**src/rtl/rtc_pkg.sv**
```systemverilog
// Shared types and constants for the RTC time-set sequencer.
package rtc_pkg;

    typedef struct packed {
        logic [1:0] hr1;
        logic [3:0] hr0;
        logic [2:0] min1;
        logic [3:0] min0;
        logic [2:0] sec1;
        logic [3:0] sec0;
    } rtc_time_t;

    typedef enum logic [2:0] {
        IDLE    = 3'd0,
        SET_HR  = 3'd1,
        SET_MIN = 3'd2,
        SET_SEC = 3'd3,
        COMMIT  = 3'd4
    } rtc_state_t;

    // Field limits held as two BCD digits {tens, ones}
    localparam logic [7:0] HR_MAX = 8'h23;
    localparam logic [7:0] MS_MAX = 8'h59;

    localparam int BLK_H0 = 0;
    localparam int BLK_H1 = 1;
    localparam int BLK_M0 = 2;
    localparam int BLK_M1 = 3;
    localparam int BLK_S0 = 4;
    localparam int BLK_S1 = 5;

endpackage

```
**src/rtl/rtc_bcd_step.sv**
```systemverilog
// Two-digit BCD increment/decrement with wrap at 00 and at a given maximum.
module rtc_bcd_step (
    input  logic [3:0] tens_i,
    input  logic [3:0] ones_i,
    input  logic [7:0] max_i,
    input  logic       dec_i,
    output logic [3:0] tens_o,
    output logic [3:0] ones_o
);

    always_comb begin
        tens_o = tens_i;
        ones_o = ones_i;
        if (dec_i) begin
            if (tens_i == 4'd0 && ones_i == 4'd0) begin
                tens_o = max_i[7:4];
                ones_o = max_i[3:0];
            end else if (ones_i == 4'd0) begin
                tens_o = tens_i - 4'd1;
                ones_o = 4'd9;
            end else begin
                ones_o = ones_i - 4'd1;
            end
        end else begin
            // >= rather than == so an out-of-range value still recovers to 00
            if ({tens_i, ones_i} >= max_i) begin
                tens_o = 4'd0;
                ones_o = 4'd0;
            end else if (ones_i == 4'd9) begin
                tens_o = tens_i + 4'd1;
                ones_o = 4'd0;
            end else begin
                ones_o = ones_i + 4'd1;
            end
        end
    end

endmodule

```
**src/rtl/rtc_set_ctrl.sv**
```systemverilog
// Time-set sequencer: mode button walks HR/MIN/SEC, inc/dec edit a shadow, COMMIT loads it.
// Optional inactivity abort enabled by defining RTC_SET_TIMEOUT_EN.
//
// state   | meaning
// IDLE    | counters run, shadow idle, buttons other than mode ignored
// SET_HR  | editing hours field, hours digits blink
// SET_MIN | editing minutes field, minute digits blink
// SET_SEC | editing seconds field, second digits blink
// COMMIT  | one cycle: load strobe with shadow on set_time
module rtc_set_ctrl
    import rtc_pkg::*;
#(
    parameter int TIMEOUT_S = 30
) (
    input  logic        clk,
    input  logic        rst,
    input  logic        tick_1hz,
    input  logic        tick_2hz,
    input  logic        btn_mode,
    input  logic        btn_inc,
    input  logic        btn_dec,
    input  logic [19:0] cur_time,
    output logic [19:0] set_time,
    output logic        load,
    output logic        set_active,
    output logic [5:0]  blank,
    output logic        timeout
);

    rtc_state_t state_q, state_d;
    rtc_time_t  shadow_q, shadow_d;
    logic       phase_q, phase_d;
    logic       load_q, load_d;
    logic       active_q, active_d;
    logic [5:0] blank_q, blank_d;
    logic       timeout_q, timeout_d;

    logic       in_field;
    logic       edit_ok;
    logic [3:0] fld_tens, fld_ones, step_tens, step_ones;
    logic [7:0] fld_max;

    assign in_field = (state_q == SET_HR) || (state_q == SET_MIN) || (state_q == SET_SEC);
    // Mode wins over an edit in the same cycle; inc together with dec cancels
    assign edit_ok  = in_field && !btn_mode && (btn_inc ^ btn_dec);

    always_comb begin
        fld_tens = 4'd0;
        fld_ones = 4'd0;
        fld_max  = MS_MAX;
        case (state_q)
            SET_HR: begin
                fld_tens = {2'b00, shadow_q.hr1};
                fld_ones = shadow_q.hr0;
                fld_max  = HR_MAX;
            end
            SET_MIN: begin
                fld_tens = {1'b0, shadow_q.min1};
                fld_ones = shadow_q.min0;
            end
            SET_SEC: begin
                fld_tens = {1'b0, shadow_q.sec1};
                fld_ones = shadow_q.sec0;
            end
            default: ;
        endcase
    end

    rtc_bcd_step u_step (
        .tens_i (fld_tens),
        .ones_i (fld_ones),
        .max_i  (fld_max),
        .dec_i  (btn_dec),
        .tens_o (step_tens),
        .ones_o (step_ones)
    );

`ifdef RTC_SET_TIMEOUT_EN
    logic [5:0] inact_q, inact_d;
    logic       expire;

    assign expire = in_field && (inact_q == 6'(TIMEOUT_S));

    always_comb begin
        inact_d = inact_q;
        if (!in_field || btn_mode || edit_ok) begin
            inact_d = 6'd0;
        end else if (tick_1hz) begin
            inact_d = inact_q + 6'd1;
        end
    end

    always_ff @(posedge clk) begin
        if (rst) inact_q <= 6'd0;
        else     inact_q <= inact_d;
    end

    logic unused_step;
    assign unused_step = step_tens[3];
`else
    logic expire;
    assign expire = 1'b0;

    logic unused_cfg;
    assign unused_cfg = ^{tick_1hz, step_tens[3], 32'(TIMEOUT_S)};
`endif

    always_comb begin
        state_d   = state_q;
        shadow_d  = shadow_q;
        timeout_d = 1'b0;
        case (state_q)
            IDLE: if (btn_mode) begin
                shadow_d = rtc_time_t'(cur_time);
                state_d  = SET_HR;
            end
            SET_HR:  if (btn_mode) state_d = SET_MIN;
            SET_MIN: if (btn_mode) state_d = SET_SEC;
            SET_SEC: if (btn_mode) state_d = COMMIT;
            COMMIT:  state_d = IDLE;
            default: state_d = IDLE;
        endcase

        if (edit_ok) begin
            case (state_q)
                SET_HR: begin
                    shadow_d.hr1 = step_tens[1:0];
                    shadow_d.hr0 = step_ones;
                end
                SET_MIN: begin
                    shadow_d.min1 = step_tens[2:0];
                    shadow_d.min0 = step_ones;
                end
                SET_SEC: begin
                    shadow_d.sec1 = step_tens[2:0];
                    shadow_d.sec0 = step_ones;
                end
                default: ;
            endcase
        end

        if (expire) begin
            state_d   = IDLE;
            shadow_d  = '0;
            timeout_d = 1'b1;
        end
    end

    always_comb begin
        phase_d = phase_q;
        if (state_d != state_q || !in_field || edit_ok) begin
            phase_d = 1'b0;
        end else if (tick_2hz) begin
            phase_d = ~phase_q;
        end

        blank_d = 6'b0;
        case (state_d)
            SET_HR: begin
                blank_d[BLK_H0] = phase_d;
                blank_d[BLK_H1] = phase_d;
            end
            SET_MIN: begin
                blank_d[BLK_M0] = phase_d;
                blank_d[BLK_M1] = phase_d;
            end
            SET_SEC: begin
                blank_d[BLK_S0] = phase_d;
                blank_d[BLK_S1] = phase_d;
            end
            default: ;
        endcase

        load_d   = (state_d == COMMIT);
        active_d = (state_d != IDLE);
    end

    always_ff @(posedge clk) begin
        if (rst) begin
            state_q   <= IDLE;
            shadow_q  <= '0;
            phase_q   <= 1'b0;
            load_q    <= 1'b0;
            active_q  <= 1'b0;
            blank_q   <= 6'b0;
            timeout_q <= 1'b0;
        end else begin
            state_q   <= state_d;
            shadow_q  <= shadow_d;
            phase_q   <= phase_d;
            load_q    <= load_d;
            active_q  <= active_d;
            blank_q   <= blank_d;
            timeout_q <= timeout_d;
        end
    end

    assign set_time   = shadow_q;
    assign load       = load_q;
    assign set_active = active_q;
    assign blank      = blank_q;
    assign timeout    = timeout_q;

endmodule

```
**config.mk**
```make
export PLATFORM = sky130hd
export DESIGN_NAME = rtc_set_ctrl
export DESIGN_NICKNAME = d
export VERILOG_FILES = /design/src/rtl/rtc_pkg.sv /design/src/rtl/rtc_bcd_step.sv /design/src/rtl/rtc_set_ctrl.sv
export SDC_FILE = /design/constraint.sdc
export NUM_CORES = 1
export LEC_CHECK = 0
export CORE_ASPECT_RATIO = 0.9
export CORE_UTILIZATION = 25
export CTS_BUF_LIST = sky130_fd_sc_hd__clkbuf_16
export DETAILED_ROUTE_END_ITERATION = 7
export GPL_ROUTABILITY_DRIVEN = 0
export SLEW_MARGIN = 20
export SYNTH_ARGS = -nofsm -noshare
export SYNTH_HDL_FRONTEND = slang
export SYNTH_SLANG_ARGS = --single-unit
```
**constraint.sdc**
```tcl
create_clock -name clk -period 2.55 [get_ports clk]
set_input_delay 0.51 -clock clk [delete_from_list [all_inputs] [get_ports clk]]
set_output_delay 0.51 -clock clk [all_outputs]
set_load 0.05 [all_outputs]
```
# After elaboration in Yosys (flattened, before gate mapping)
# Cells that the tools add are included.
# word_totals
ff_bits	29
latchBits	0
ram_bits	0
rom_bits	0
inputBits	27
out_inout_bits	29
word_cells	74
memories	0
# op_classes
n_addsub	4
multipliers	0
div_mod_pow	0
n_lt_le_gt_ge	1
eq_ne	9
n_shift	0
muxes	26
bitwise	5
n_reduce_logical	16
# ops
cell	n
20-bit two-way mux	3
3-bit two-way mux	9
7-bit two-way mux	3
4-bit two-way mux	5
3-bit by 2-bit == test with 1-bit output, second input constant	4
3-bit case mux with 4 select lines	1
4-bit case mux with 3 select lines	1
3-bit case mux with 3 select lines	1
4-bit zero test	2
7-bit >= comparator	1
3-bit by 1-bit == test with 1-bit output, second input constant	2
6-bit two-way mux	1
2-bit OR reduction	3
4-bit by 1-bit adder with 4-bit output, second input constant	1
4-bit == test, second input constant	1
1-bit logical OR	4
1-bit NOT	4
4-bit by 1-bit subtractor with 4-bit output, second input constant	1
3-bit by 1-bit adder with 3-bit output, second input constant	1
3-bit == test, second input constant	1
1-bit logical AND	3
3-bit zero test	1
3-bit inequality test	1
3-bit nonzero test	1
other kinds (4)	6

# Longest topological paths before layout
# Gate-level depths: netlist of the first run.
# logic_depth
ltp_word	8
mapped_depth	13
mapped_depth_nobuf	11

# Cells and area by module
# Synthesis of the first run repeated with hierarchy kept, for this count alone.
# hier_totals
cells_unflattened	277
area_unflattened_um2	2207.1
# modules_own_cells
mod	n_inst	cells_per_inst	area_each_um2	seq_area_each_um2
rtc_set_ctrl	1	185	1534.0	580.6
rtc_bcd_step	1	92	673.1	0.0

# Worst setup path before layout of the first run
# Ideal clock, no wire load.
# synth_timing
path_kind	reg-to-reg
startpoint	reg state_q[0]
endpoint	reg shadow_q, in the netlist set_time[11]
arrival_time_ps	2491
t_required_ps	2408
path_slack_ps	-83
stages_incl_launch_ff	12
path_buffers	1
period_less_slack_ps	2633
cell_sequence	dfxtp_1 -> buf_2 -> mux2_2 -> a32oi_1 -> inv_1 -> ha_1 -> inv_1 -> or2_2 -> o22ai_2 -> nor2_1 -> a31oi_1 -> a21oi_1
# synth_via
elab_chain_cells	8
elab_cells_between_ends	26
# synth_rtl
item	line	text
from (decl)	rtc_set_ctrl.sv:30	rtc_state_t state_q, state_d;
from (signal assigned)	rtc_set_ctrl.sv:188	state_q <= state_d;
3-bit by 2-bit == test with 1-bit output (tied with other cells)	rtc_set_ctrl.sv:43, rtc_set_ctrl.sv:51	
3-bit case mux with 3 select lines / 4-bit case mux with 3 select lines (equally long branches)	rtc_set_ctrl.sv:51	case (state_q)
3-bit by 1-bit adder with 3-bit output (tied with other cells)	rtc_bcd_step.sv:30	tens_o = tens_i + 4'd1;
3-bit two-way mux (tied with other cells)	rtc_bcd_step.sv:29	end else if (ones_i == 4'd9) begin
3-bit two-way mux (on tied branches)	rtc_bcd_step.sv:26, rtc_bcd_step.sv:15	
3-bit two-way mux	rtc_bcd_step.sv:14	if (dec_i) begin
7-bit two-way mux	rtc_set_ctrl.sv:125	case (state_q)
20-bit two-way mux *	rtc_set_ctrl.sv:124	if (edit_ok) begin
to (signal assigned)	rtc_set_ctrl.sv:189	shadow_q <= shadow_d;
to (decl)	rtc_set_ctrl.sv:31	rtc_time_t shadow_q, shadow_d;
# Mark *: on every way between the ends. The rest lies on a longest branch, timed or not.
# A chain may end at the register's enable or synchronous reset.

# Final worst setup path of the first run
# layout_timing
startpoint	reg state_q[0]
endpoint	reg shadow_q, in the netlist set_time[14]
# layout_via
elab_chain_cells	8
elab_cells_between_ends	26
# layout_rtl
item	line	text
3-bit by 2-bit == test with 1-bit output / 3-bit by 1-bit == test with 1-bit output (equally long branches)	rtc_set_ctrl.sv:43, rtc_set_ctrl.sv:51, rtc_set_ctrl.sv:125	
4-bit case mux with 3 select lines / 3-bit case mux with 3 select lines (equally long branches)	rtc_set_ctrl.sv:51	
4-bit by 1-bit adder with 4-bit output (tied with other cells)	rtc_bcd_step.sv:33	ones_o = ones_i + 4'd1;
4-bit two-way mux (tied with other cells)	rtc_bcd_step.sv:29	
4-bit two-way mux (on tied branches)	rtc_bcd_step.sv:26, rtc_bcd_step.sv:15	
4-bit two-way mux	rtc_bcd_step.sv:14	
6-bit two-way mux	rtc_set_ctrl.sv:125	
20-bit two-way mux *	rtc_set_ctrl.sv:124	
# Marks and branches as above.

==> results of run 1 <==
state kept, by name, indices dropped and copies added, names as in the netlist:
register,flops
set_time,20
blank,3
state_q,3
load,1
phase_q,1
set_active,1
worst max-delay path, cell delays in order (launching register included):
cell,delay (ns)
dfxtp_4,0.38
buf_6,0.13
nor2b_4,0.13
buf_6,0.14
a32oi_2,0.23
inv_1,0.10
ha_1,0.19
a211oi_2,0.23
o22ai_4,0.15
o32ai_2,0.28
buf_4,0.18
nor2_1,0.04
a311oi_1,0.27
through the flow:
stage	total power [W]	hold WS [ns]	cells
after detailed placement	0.00115	0.491	454
after global routing	0.00182	0.539	469
after CTS	0.00171	0.495	464
after global placement	0.00114	0.479	454
after floorplan	0.000906	0.510	274
final	0.00175	0.495	469
layout make-up:
type | instances | area [um^2]
Timing Repair Buffer | 110 | 973
Sequential cell | 29 | 586
Tap cell | 99 | 124
Inverter | 10 | 37.5
Clock inverter | 2 | 7.51
Fill cell | 810 | 4740
Multi-Input combinational cell | 214 | 1430
Clock buffer | 5 | 125
layout by cell type (no fill, tap or decap), types with 4 or more instances in the layout:
cell type         n
inv_1             8
ha_1             10
buf_4            53
mux2_2            4
xnor2_1           4
nand2_1          63
a21oi_1          23
nor2_1            8
clkdlybuf4s50_1  53
and3_1            5
dfxtp_1          27
clkbuf_16         5
nor3_1            8
a22oi_1           4
nand2b_1          4
buf_6             4
a31oi_1           4
o21ai_0           7
xor2_1            4
nand3_1          16
power groups by stage:
stage                     Clock (W)  Combinational (W)  Sequential, W
final                      0.000549           0.000672       0.000527
after global routing       0.000572           0.000720       0.000532
after CTS                  0.000551           0.000640       0.000524
after detailed placement          0           0.000620       0.000532
after global placement            0           0.000611       0.000532
after floorplan                   0           0.000281       0.000625
cell families after synthesis:
family | after synthesis | synth area share
buffers and inverters | 31 | 0.0722
other | 1 | 0.00182
XOR/XNOR | 8 | 0.0340
AND/OR/NAND/NOR | 124 | 0.283
flip-flops | 29 | 0.281
multiplexers | 9 | 0.0467
AO/OA/AOI/OAI | 61 | 0.214
adder cells (fa/ha/maj) | 11 | 0.0667
cells in the mapped netlist, drive strengths merged (3+ instances only):
master / number
a211oi: 3
a21oi: 24
a22oi: 5
a311oi: 4
a31oi: 5
a32oi: 3
and3: 5
buf: 12
clkbuf: 9
dfxtp: 29
ha: 11
inv: 9
mux2: 5
mux2i: 4
nand2: 63
nand2b: 4
nand3: 16
nor2: 11
nor3: 8
o21ai: 10
xnor2: 4
xor2: 4
layer usage:
layer  GRT usage  part of all wire  vias to the layer above
li1            -                 -                     1157
met1       0.209              0.47                     1089
met2       0.277              0.46                       74
met3      0.0391             0.059                        9
met4      0.0386             0.010                        0
met5           0                 0                        -
final timing paths:
kind,depth (start not counted),slack (ns),from,to
worst max register to register,12,-0.004,state_q[0],set_time[14]
worst max-delay path,12,-0.004,state_q[0],set_time[14]
worst min register to register,2,0.49,set_time[0],set_time[0]
worst min-delay path,2,0.49,set_time[0],set_time[0]
timing repair:
item,in CTS,in global routing
setup buffers,3,5
hold buffers,0,0
pin swaps,6,6
endpoints found under the setup margin,20,20
gates resized for setup,13,14
endpoints found under the hold margin,0,0
==> impl_metrics.env, run 1 <==
export IMPL_swShare=0.350
export IMPL_synth_area_um2=2060
export IMPL_p_switching_w=0.000611
export IMPL_drtAntennaViolNets=0
export IMPL_dp_hpwl_um=5270
export IMPL_cts_tree="yes"
export IMPL_power_density_nw_per_um2=532
export IMPL_end_kind="flip-flop"
export IMPL_ys_seq_area_frac=0.281
export IMPL_grt_pass1_vias=2263
export IMPL_grt_usage=0.163
export IMPL_syn_nets=312
export IMPL_fin_area_um2=3290
export IMPL_ys_flop_type="dfxtp_1"
export IMPL_nets=408
export IMPL_drtPass1Iterations=6
export IMPL_clockBufferDepth=2
export IMPL_synth_edf_count=0
export IMPL_syn2layout_area_growth_pct=59.2
export IMPL_clk_pin_slew_ns=0.05
export IMPL_yosysWarningCount=0
export IMPL_grt_pass1_wl_um=10900
export IMPL_synth_cells=274
export IMPL_fmax_mhz=392
export IMPL_final_setup_viol_count=1
export IMPL_synth_top_area_share=0.281
export IMPL_synthArstFlopShare=0
export IMPL_grt_max_degree=19
export IMPL_htree_num_levels=2
export IMPL_final_util=0.409
export IMPL_insertion_delay_ns=0.28
export IMPL_dieArea_um2=8620
export IMPL_wirelength_um=7180
export IMPL_outcome="finished, violations left"
export IMPL_yosysTopAreaCell="dfxtp_1"
export IMPL_timing_final_ws_setup_ns=-0.00388
export IMPL_clockPowerShare=0.314
export IMPL_slew_viol_final=0
export IMPL_sequentialPowerShare=0.302
export IMPL_synthTopCellsByArea="dfxtp_1 (28%), nand2_1 (11%), ha_1 (6.7%)"
export IMPL_max_slew_margin_rel=0.655
export IMPL_synth_avg_cell_area_um2=7.53
export IMPL_vias_per_cell=4.97
export IMPL_vias=2329
export IMPL_die_height_um=88.2
export IMPL_internal_power_w=0.00114
export IMPL_numCtsBuffers=5
export IMPL_cp_data_required_time_ns=2.73
export IMPL_io_buffers=53
export IMPL_setup_worst_path_start_class="flip-flop"
export IMPL_arrival_ns=2.73
export IMPL_overflow=0
export IMPL_hold_viol=0
export IMPL_ys_seq_elements=29
export IMPL_cts_root_buf="clkbuf_16"
export IMPL_fp_row_count=31
export IMPL_worstMarginPinSlew_ns=0.511
export IMPL_die_w_um=97.8
export IMPL_start_util=0.257
export IMPL_cap_viol_max_count=0
export IMPL_timing_final_crit_share=1.00
export IMPL_drive_above_1_share=0.246
export IMPL_cts_sinks=29
export IMPL_leakage_nw=1.35
export IMPL_first_iter_violations=184
export IMPL_p_comb_frac=0.384
export IMPL_tns_ns=-0.00388
export IMPL_skew_ns=0.00590
export IMPL_crit_fanout=6
export IMPL_violations="design-rule violations, negative setup slack"
export IMPL_synth_cell_type_count=53
export IMPL_period_minus_slack_ns=2.55
export IMPL_criticalPathCategory="flip-flop to flip-flop"
export IMPL_n_antenna_cell=0
export IMPL_place_area_um2=2990
export IMPL_route_detailed_drc=12
export IMPL_io_pins=56
export IMPL_routedWlPerCell_um=15.3
export IMPL_hold_path_class="flip-flop to flip-flop"
export IMPL_vdd_drop_max_mv=0.268
export IMPL_coreArea_um2=8030
export IMPL_rsz0062_at_grt="yes"
export IMPL_antenna_found_initial=0
export IMPL_post_place_ws_ns=-0.310
Power figures use the tool's default switching activity.
==> inputs of run 2 (changes only) <==
- CTS_CLUSTER_DIAMETER: default -> 60
- SETUP_SLACK_MARGIN: default -> 0.4
==> run 2 against run 1 <==
- first-iteration DRC count is 13% lower
- power is 2.9% higher
- critical endpoint is now set_time[2]
- clock skew shrank 0.0022 ns
- sequential power up 0.9%
- highest routed layer unchanged
- largest cell class unchanged
- fmax is 0.73% higher
- sequential share of layout area barely moved
- the flow finishes with violations (design-rule violations)
- largest power group unchanged
==> impl_metrics.env, run 2 (synthesis gave the netlist of run 1 again) <==
export IMPL_dp_hpwl_um=5080
export IMPL_p_comb_frac=0.395
export IMPL_rsz0062_at_grt="yes"
export IMPL_crit_fanout=6
export IMPL_clockPowerShare=0.309
export IMPL_insertion_delay_ns=0.27
export IMPL_io_pins=56
export IMPL_swShare=0.352
export IMPL_antenna_found_initial=0
export IMPL_final_cell_mix="nand2_1 (63), clkdlybuf4s50_1 (53), buf_4 (47), a21oi_1 (19), dfxtp_1 (17)"
export IMPL_final_setup_viol_count=0
export IMPL_grt_busiest_layer="met2"
export IMPL_violations="design-rule violations"
export IMPL_skew_ns=0.00373
export IMPL_internal_power_w=0.00117
export IMPL_setup_worst_path_start_class="flip-flop"
export IMPL_grt_pass1_vias=2201
export IMPL_grt_pass1_wl_um=11100
export IMPL_layout_commonest_cell="nand2_1"
export IMPL_path_cells="buf_6 -> buf_6 -> mux2i_2 -> a211oi_2 -> ha_1 -> nand4_1 -> or2_4 -> o22ai_4 -> nor4_2 -> buf_4 -> a22oi_2 -> a21oi_1"
export IMPL_slew_viol_final=0
export IMPL_vdd_drop_max_mv=0.282
export IMPL_p_switching_w=0.000633
export IMPL_sequentialPowerShare=0.296
export IMPL_vias=2345
export IMPL_drtAntennaViolNets=0
export IMPL_coreArea_um2=8030
export IMPL_arrival_ns=2.69
export IMPL_outcome="finished, violations left"
export IMPL_fp_row_count=31
export IMPL_cts_tree="yes"
export IMPL_max_slew_margin_rel=0.663
export IMPL_vias_per_cell=5.06
export IMPL_total_power_w=0.00180
export IMPL_gr_usage_met2=0.274
export IMPL_n_antenna_cell=0
export IMPL_timing_final_crit_share=0.994
export IMPL_cp_data_required_time_ns=2.71
export IMPL_fmax_mhz=394
export IMPL_path_delay_family="compound AO/OA/AOI/OAI gates"
export IMPL_fillers=800
export IMPL_routedWlPerCell_um=15.5
export IMPL_cp_common_cell="buf_6"
export IMPL_drtPass1Iterations=6
export IMPL_first_iter_violations=160
export IMPL_tns_ns=0
export IMPL_die_height_um=88.2
export IMPL_leakage_nw=1.33
export IMPL_largest_reg_flops=20
export IMPL_end_kind="flip-flop"
export IMPL_hold_path_class="flip-flop to flip-flop"
export IMPL_period_minus_slack_ns=2.54
export IMPL_cp_buffers_inverters=3
export IMPL_io_buffers=53
export IMPL_cap_viol_max_count=0
export IMPL_nets=401
export IMPL_cts_root_buf="clkbuf_16"
export IMPL_route_detailed_drc=10
export IMPL_dieArea_um2=8620
export IMPL_drive_above_1_share=0.305
export IMPL_clockBufferDepth=2
export IMPL_grt_usage=0.167
export IMPL_die_w_um=97.8
export IMPL_overflow=0
export IMPL_syn2layout_area_growth_pct=63.4
export IMPL_numCtsBuffers=5
export IMPL_worstMarginPinSlew_ns=0.504
export IMPL_wirelength_um=7170
export IMPL_hold_viol=0
export IMPL_critPathMaxStageDelay_ns=0.41
export IMPL_use_met3=0.0463
export IMPL_cts_sinks=29
export IMPL_criticalPathCategory="flip-flop to flip-flop"
export IMPL_htree_num_levels=2
export IMPL_grt_max_degree=21
export IMPL_start_util=0.257
export IMPL_critPathSlowestCell="dfxtp_4"
export IMPL_power_density_nw_per_um2=533
export IMPL_use_met1=0.212
export IMPL_clk_pin_slew_ns=0.05
-- run 2: what timing repair did --
action	CTS	global route
gates resized for setup	23	23
pin swaps	1	27
setup endpoints to repair	20	21
setup buffers	5	4
hold buffers	0	0
-- run 2: power groups by stage --
stage / combinational (W) / sequential (W) / clock [W]
after global placement: 0.000603 / 0.000539 / 0
after CTS: 0.000650 / 0.000529 / 0.000567
after floorplan: 0.000292 / 0.000630 / 0
final: 0.000711 / 0.000532 / 0.000555
after global routing: 0.000760 / 0.000535 / 0.000594
after detailed placement: 0.000607 / 0.000539 / 0
-- run 2: per-stage QoR --
| step | area, um^2 | setup slack (ns) | hold WS [ns] | utilization | instances |
|---|---|---|---|---|---|
| floorplan | 2140 | 0.160 | 0.510 | - | 274 |
| global placement | 2980 | -0.0481 | 0.479 | 0.371 | 446 |
| detailed placement | 2980 | -0.0502 | 0.495 | 0.371 | 446 |
| CTS | 3230 | 0.0375 | 0.503 | 0.402 | 459 |
| global route | 3370 | -0.0991 | 0.535 | 0.420 | 463 |
| finish | 3370 | 0.0146 | 0.508 | 0.420 | 463 |
-- run 2: final cells by class --
class,count,area (um^2),area share
multi-input combinational,214,1550,0.460
timing repair buffer,103,917,0.272
sequential,29,601,0.178
clock inverter,3,12.5,0.00371
clock buffer,5,125,0.0371
inverter,10,40.0,0.0119
tap,99,124,0.0367
-- run 2: routing by layer --
metal / part of all wire / vias up
met3: 0.055 / 13
li1: - / 1144
met2: 0.47 / 89
met5: 0 / -
met1: 0.46 / 1099
met4: 0.017 / 0
-- run 2: worst register-to-register path, cell delays in order, from the launching register on --
cell and delay (ns):
dfxtp_4 0.41, buf_6 0.13, buf_6 0.11, mux2i_2 0.21
a211oi_2 0.11, ha_1 0.32, nand4_1 0.12, or2_4 0.26
o22ai_4 0.23, nor4_2 0.07, buf_4 0.17, a22oi_2 0.20
a21oi_1 0.10
-- run 2: final timing paths --
path | endpoint | slack, ns | start | cells past startpoint
hold reg to reg | set_time[7] | 0.51 | set_time[7] | 2
setup / recovery | set_time[2] | 0.01 | state_q[0] | 12
hold / removal | set_time[7] | 0.51 | set_time[7] | 2
setup reg to reg | set_time[2] | 0.01 | state_q[0] | 12
==> inputs of run 3 (changes only) <==
- CTS_CLUSTER_DIAMETER: 60 -> 80
==> results of run 3 <==
The final DEF is identical to that of run 2; final timing and power are the same.
